File: config.mk
export PLATFORM = sky130hd
export DESIGN_NAME = sync_fifo_flags
export DESIGN_NICKNAME = d
export VERILOG_FILES = /design/src/rtl/sync_fifo_flags.sv
export SDC_FILE = /design/constraint.sdc
export NUM_CORES = 1
export LEC_CHECK = 0
export CAP_MARGIN = 15
export CORE_ASPECT_RATIO = 1.2
export CORE_MARGIN = 2
export CORE_UTILIZATION = 40
export CTS_CLUSTER_DIAMETER = 80
export DETAILED_ROUTE_END_ITERATION = 12
export GPL_TIMING_DRIVEN = 0
export PLACE_DENSITY = 0.65
export SYNTH_ARGS = -nofsm -noshare
export SYNTH_HDL_FRONTEND = slang
export SYNTH_SLANG_ARGS = --single-unit
File: constraint.sdc
create_clock -name CLK -period 4.1 [get_ports CLK]
set_input_delay 1.23 -clock CLK [delete_from_list [all_inputs] [get_ports CLK]]
set_output_delay 1.23 -clock CLK [all_outputs]
set_load 0.03 [all_outputs]
File: src/rtl/sync_fifo_flags.sv
// Synchronous FIFO with occupancy/threshold flags, sticky error flags and a
// selectable registered or first-word-fall-through read port.
module sync_fifo_flags #(
  parameter int WIDTH    = 8,
  parameter int ADDRESS  = 3,
  parameter int DEPTH    = 8,
  parameter int AF_LEVEL = 6,
  parameter int AE_LEVEL = 2,
  parameter int FWFT     = 0
) (
  input  logic               CLK,
  input  logic               RST,
  input  logic               W_INC,
  input  logic [WIDTH-1:0]   WR_DATA,
  input  logic               R_INC,
  input  logic               CLR_ERR,
  output logic [WIDTH-1:0]   RD_DATA,
  output logic               RD_VALID,
  output logic               FULL,
  output logic               EMPTY,
  output logic               ALMOST_FULL,
  output logic               ALMOST_EMPTY,
  output logic [ADDRESS:0]   COUNT,
  output logic               OVERFLOW,
  output logic               UNDERFLOW
);

  localparam int PW = ADDRESS + 1;
  localparam logic [PW-1:0] DEPTH_C = PW'(DEPTH);
  localparam logic [PW-1:0] AF_C    = PW'(AF_LEVEL);
  localparam logic [PW-1:0] AE_C    = PW'(AE_LEVEL);

  logic [WIDTH-1:0] mem_q [DEPTH];
  logic [PW-1:0]    wptr_q, wptr_d, rptr_q, rptr_d, count_q, count_d;
  logic             ovf_q, ovf_d, unf_q, unf_d;
  logic             wr_en, rd_en;
  logic [ADDRESS-1:0] waddr, raddr;

  // Flags come straight off the count register, so they are glitch-free.
  assign FULL         = (count_q == DEPTH_C);
  assign EMPTY        = (count_q == '0);
  assign ALMOST_FULL  = (count_q >= AF_C);
  assign ALMOST_EMPTY = (count_q <= AE_C);
  assign COUNT        = count_q;
  assign OVERFLOW     = ovf_q;
  assign UNDERFLOW    = unf_q;

  assign wr_en = W_INC & ~FULL;
  assign rd_en = R_INC & ~EMPTY;
  assign waddr = wptr_q[ADDRESS-1:0];
  assign raddr = rptr_q[ADDRESS-1:0];

  always_comb begin
    wptr_d  = wptr_q + PW'(wr_en);
    rptr_d  = rptr_q + PW'(rd_en);
    count_d = count_q;
    case ({wr_en, rd_en})
      2'b10:   count_d = count_q + PW'(1);
      2'b01:   count_d = count_q - PW'(1);
      default: count_d = count_q;
    endcase
    // A fresh error wins over a clear in the same cycle.
    ovf_d = (W_INC & FULL)  | (ovf_q & ~CLR_ERR);
    unf_d = (R_INC & EMPTY) | (unf_q & ~CLR_ERR);
  end

  always_ff @(posedge CLK or posedge RST) begin
    if (RST) begin
      wptr_q  <= '0;
      rptr_q  <= '0;
      count_q <= '0;
      ovf_q   <= 1'b0;
      unf_q   <= 1'b0;
    end else begin
      wptr_q  <= wptr_d;
      rptr_q  <= rptr_d;
      count_q <= count_d;
      ovf_q   <= ovf_d;
      unf_q   <= unf_d;
    end
  end

  always_ff @(posedge CLK) begin
    if (wr_en) mem_q[waddr] <= WR_DATA;
  end

  generate
    if (FWFT != 0) begin : g_fwft
      // Head word is forced to zero while empty so stale memory never leaks out.
      assign RD_VALID = ~EMPTY;
      assign RD_DATA  = EMPTY ? '0 : mem_q[raddr];
    end else begin : g_reg
      logic [WIDTH-1:0] rd_data_q;
      logic             rd_valid_q;
      always_ff @(posedge CLK or posedge RST) begin
        if (RST) begin
          rd_data_q  <= '0;
          rd_valid_q <= 1'b0;
        end else begin
          rd_valid_q <= rd_en;
          if (rd_en) rd_data_q <= mem_q[raddr];
        end
      end
      assign RD_VALID = rd_valid_q;
      assign RD_DATA  = rd_data_q;
    end
  endgenerate

endmodule

==> results of run 1 <==
==> layout make-up <==
cell class	instances	area, um2
plain buffers	8	72.6
clock buffers	12	135
clock inverters	4	98.8
fillers	767	4350
inverters	5	18.8
multi-input cells	115	938
flip-flops and latches	85	2450
well taps	117	146
repair buffers	31	310
==> worst register-to-register path: cells and delay by family, from the launching register on <==
family                     cells  cell delay (ns)
adders and majority gates      2             0.46
buffers and inverters          3             0.54
DFF                            1             0.37
AOI/OAI and AO/OA              1             0.14
and+or+nand+nor                3             0.70
xor gates and xnor gates       3             0.47
==> cell families (layout without fill, tap and decap cells) <==
| group | Yosys count | after routing | share of synthesized area |
|---|---|---|---|
| AOI/OAI and AO/OA | 32 | 32 | 0.0657 |
| xor gates and xnor gates | 7 | 7 | 0.0177 |
| adders and majority gates | 7 | 7 | 0.0253 |
| buffers and inverters | 13 | 60 | 0.0263 |
| DFF | 85 | 85 | 0.706 |
| muxes | 33 | 33 | 0.101 |
| and+or+nand+nor | 36 | 36 | 0.0577 |
==> sequential cells by signal (all words and copies together), names as in the netlist <==
register,flops
RD_VALID,1
wptr_q,3
mem_q,64
rptr_q,3
RD_DATA,8
COUNT,4
UNDERFLOW,1
OVERFLOW,1
==> per-stage QoR <==
stage	instance area, um2	std cells
2_1_floorplan	3470	213
6_report	4170	377
5_1_grt	4170	377
3_3_place_gp	3920	361
4_1_cts	4170	377
3_5_place_dp	3930	361
==> path summary, 6_finish.rpt <==
check | from | end | slack [ns] | cells past startpoint
setup reg to reg | COUNT[1] | COUNT[2] | 1.31 | 12
max in group asynchronous | RST | RD_DATA[2] | 2.22 | 2
hold reg to reg | RD_DATA[3] | RD_DATA[3] | 0.48 | 2
min in group asynchronous | RST | RD_DATA[7] | 1.35 | 2
hold / removal | RD_DATA[3] | RD_DATA[3] | 0.48 | 2
setup / recovery | COUNT[1] | FULL | 0.86 | 3
==> placed cells by master, fill, tap and decap left out, types with 5 or more instances in the layout <==
master	instances
mux2_2	17
nand2b_1	5
dfrtp_1	21
nand2_1	13
clkdlybuf4s50_1	31
a221o_1	6
edfxtp_1	64
mux2i_1	16
o21ai_1	6
nor2_1	8
clkbuf_8	9
inv_1	5
ha_1	7
xor2_1	6
o22ai_1	6
==> per-layer routing <==
layer | vias to the layer above | track usage
li1 | 891 | -
met1 | 915 | 0.197
met2 | 40 | 0.239
met3 | 17 | 0.0419
met4 | 0 | 0.0682
met5 | - | 0
==> where the power goes <==
part	internal [mW]	leakage (nW)	switching, mW
Combinational	0.515	0.561	0.652
Sequential	1.13	0.833	0.124
Clock	0.407	0.115	0.280
==> results.md, run 1 <==
- CTS tree: done
- Critical path's largest stage delay: 0.74 ns
- Largest cells by area after synthesis: edfxtp_1, dfrtp_1, mux2_2
- Startpoint types: flip-flop
- Top FF cell, synth: edfxtp_1
- Rows: 37
- Die area: 9430 um2
- Synth cell types: 37
- Hold Buf Count CTS: 0
- Worst path required time: 2.87 ns
- Post-synth EDFFs: 64
- Num Clock Sinks: 85
- Initial antenna violation count: 0
- First-pass GRT wire length: 10300 um
- Synthesized flop and latch total: 85
- Overall power: 3.11 mW
- Max-cap violation count: 0
- Top layer in use: met4
- Top cell types by occurrence after synthesis: edfxtp_1, dfrtp_1, mux2_2, mux2i_1, nand2_1
- Final net count: 275
- Root cell of the clock tree: clkbuf_8
- Wl on met1: 2790 um
- Routed WL: 6480 um
- Tot GR Track Use: 0.153
- CP bufs+invs: 2
- Largest net degree at the start of global routing: 22
- Die width: 89.0 um
- Vias per cell: 4.94
- Post-Syn Instances: 213
- DRT iter0 DRCs: 137
- WL met3: 275 um
- Mapped Area: 3470 um2
- DRT antenna net count: 0
- Largest fanout on the critical path: 9
- Initial Utilization: 0.407
- Min cycle time layout: 3.24 ns
- Height of the die: 106 um
- Top-count cell post-synth: edfxtp_1
- Core footprint: 8520 um2
- Max transition margin: 0.410
- Layout cells sized above 1: 0.169
- Clock Skew: 0.0132 ns
- Syn_area_per_cell: 16.3 um2
- Max Slew Vio Count: 0
- CP max-delay cell: clkdlybuf4s50_1
- Vias in the first global route: 1991
- Placer Congestion: 0.729
- Area grow syn2layout: 20.2%
- Placed wire-length estimate: 4160 um
- DR WL met2: 3200 um
- Resize count post-CTS: 0
- DR WL/cell: 17.2 um
- Crit path cell chain: buf_2, nor4b_2, clkdlybuf4s50_1
- Run status: finished clean
- Maximum vdd ir drop: 273 uV
- Tcrit/Tclk final: 0.791
- Synthesized Nets: 233
- CTS Buf Count: 9
- CTS Buffer Depth: 2
- Register area share after synthesis: 0.706
- Total congestion overflow: 0
- Fin util: 0.489
- Vias: 1863
- Critical path class: flip-flop to primary output
- Clk_lat worst skew: 0.35 ns
- DRC errors left: 0
- Buffers added on ports: 31
- Place WS: 0.579 ns
- Synth async-reset ratio: 0.247
- Area leader, netlist: edfxtp_1
- DR pass1 iterations: 4
- Yosys warnings: 0
- RSZ-0062 raised after global routing: no
- Post-synth top area share: 0.554
- CP arrival: 2.01 ns
- HP Class: flip-flop to flip-flop
- Crit end category: primary output
- CP top delay family: buffers and inverters
- Final hold vios: 0
- Fmax: 308 MHz
- Final setup fails: 0
- LEAKAGE: 1.51 nW
- CTS clk-pin slew, worst paths: 0.08 ns
- Pwr Density: 745 nW/um2
- Worst Tran Pin Value: 0.881 ns
- Num ports: 32
- Setup TNS: 0 ns
- ANT cells: 0
- CTS H-tree lvls: 3
- Post-CTS Setup Bufs: 0
- Final WS setup: 0.858 ns
- Min Hold Slack: 0.478 ns
Power figures use the tool's default switching activity.
==> run 2: changes to the inputs <==
==> constraint.sdc (replaced) <==
create_clock -name CLK -period 3 [get_ports CLK]
set_input_delay 0.9 -clock CLK [delete_from_list [all_inputs] [get_ports CLK]]
set_output_delay 0.9 -clock CLK [all_outputs]
set_load 0.03 [all_outputs]
==> results.md, run 2 (synthesis results as in run 1) <==
- Run status: finished clean
- DRC errors left: 0
- Min cycle time layout: 2.86 ns
- CTS tree: done
- Worst path required time: 2.10 ns
- RR Startpoint: COUNT[1]
- Final hold vios: 0
- Multi-input logic area: 943 um2
- Tot GR Track Use: 0.153
- Layout cells sized above 1: 0.169
- Buffers added on ports: 31
- Clock Skew: 0.0132 ns
- Worst hold stages: 2
- Initial antenna violation count: 0
- Min Hold Slack: 0.478 ns
- Routed WL: 6480 um
- Pwr Density: 1020 nW/um2
- Final setup fails: 0
- Num ports: 32
- Vias: 1868
- CTS Buffer Depth: 2
- Root cell of the clock tree: clkbuf_8
- Max Slew Vio Count: 0
- Worst Tran Pin Value: 0.879 ns
- LEAKAGE: 1.53 nW
- Die width: 89.0 um
- Most frequent cells in the layout: edfxtp_1, clkdlybuf4s50_1, dfrtp_1
- Critical path class: flip-flop to primary output
- Worst R2R End: COUNT[2]
- Vias in the first global route: 1991
- Tcrit/Tclk final: 0.954
- Height of the die: 106 um
- Total congestion overflow: 0
- Fmax: 349 MHz
- Clk_lat worst skew: 0.35 ns
- Startpoint types: flip-flop
- Placed wire-length estimate: 4160 um
- CTS H-tree lvls: 3
- Worst-case reg-to-reg path depth: 12
- Largest fanout on the critical path: 9
- HP Start: RD_DATA[3]
- Placer Congestion: 0.729
- Num Clock Sinks: 85
- HP Class: flip-flop to flip-flop
- ANT cells: 0
- R2R Setup Slk: 0.29 ns
- Met1 track demand over resource: 0.197
- Post-CTS Setup Bufs: 0
- Max reg flops: 64
- Crit end category: primary output
- RSZ-0062 raised after global routing: no
- Met2 Use GR: 0.239
- CP arrival: 1.96 ns
- GRT busiest layer: met2
- Max transition margin: 0.412
- Vias per cell: 4.95
- Crit path cell chain: buf_2, nor4_4, clkdlybuf4s50_1
- Core footprint: 8520 um2
- Largest net degree at the start of global routing: 22
- Maximum vdd ir drop: 373 uV
- Area grow syn2layout: 20.4%
- Critical path's largest stage delay: 0.73 ns
- Final net count: 275
- Die area: 9430 um2
- Initial Utilization: 0.407
- Hold EP: RD_DATA[3]
- Setup TNS: 0 ns
- Commonest non-fill, non-tap cell in the layout: edfxtp_1
- Fillers: 768
- CTS Buf Count: 9
- First-pass GRT wire length: 10300 um
- CP max-delay cell: clkdlybuf4s50_1
- CTS clk-pin slew, worst paths: 0.08 ns
- Max-cap violation count: 0
- DR WL/cell: 17.2 um
- Rows: 37
- DR pass1 iterations: 4
- DRT iter0 DRCs: 130
- Met3 Use GR: 0.0419
- FF+latch area: 2450 um2
- DRT antenna net count: 0
- Most flops, register: mem_q
==> run 2: cell types whose count changed in the layout (fill, tap and decap cells not counted), sizes merged <==
cell / change
clkdlybuf4s50: -1
dlymetal6s2s: +1
==> run 2: critical path, delay by kind of cell (launching register included) <==
family / cells / cell delay [ns]
flip-flops: 1 / 0.37
buffers and inverters: 2 / 0.92
AND/OR/NAND/NOR: 1 / 0.32
==> run 2: layer usage <==
metal  up-vias  routed length (um)
li1        893                   -
met1       906                2720
met2        52                3220
met3        17                 339
met4         0                 204
met5         -                   0
==> run 2: power breakdown <==
part | leakage, nW | switching (mW) | internal [mW]
registers | 0.833 | 0.171 | 1.54
logic | 0.580 | 0.891 | 0.706
clock network | 0.115 | 0.383 | 0.556
total | 1.53 | 1.45 | 2.80
==> run 2: repair_timing <==
item,CTS,global route
resized for setup,0,2
hold buffers,0,0
endpoints found under the hold margin,0,0
setup endpoints to repair,0,2
==> run 2: area by class of cell <==
class	count	area share
clock buffers	12	0.0324
clock inverters	4	0.0237
well taps	117	0.0351
plain buffers	8	0.0174
multi-input cells	115	0.226
inverters	5	0.00450
repair buffers	31	0.0749
flip-flops and latches	85	0.586
==> run 2: per-stage QoR <==
| stage | instance area [um2] | instances | power, mW | util | setup slack [ns] |
|---|---|---|---|---|---|
| floorplan | 3470 | 213 | 2.81 | - | 0.0488 |
| global placement | 3920 | 361 | 3.31 | 0.461 | -0.462 |
| detailed placement | 3930 | 361 | 3.36 | 0.462 | -0.191 |
| CTS | 4170 | 377 | 4.30 | 0.489 | 0.0610 |
| global route | 4180 | 377 | 4.50 | 0.490 | 0.0426 |
| finish | 4180 | 377 | 4.25 | 0.490 | 0.138 |
==> run 2: how the worst max path moves through the flow <==
stage	startpoint	endpoint	slack, ns
after floorplan	COUNT[1]	COUNT[2]	0.05
after global placement	W_INC	mem_q[1][5]	-0.46
after detailed placement	R_INC	COUNT[2]	-0.19
after CTS	COUNT[1]	FULL	0.06
after global routing	COUNT[1]	EMPTY	0.04
final	COUNT[1]	EMPTY	0.14
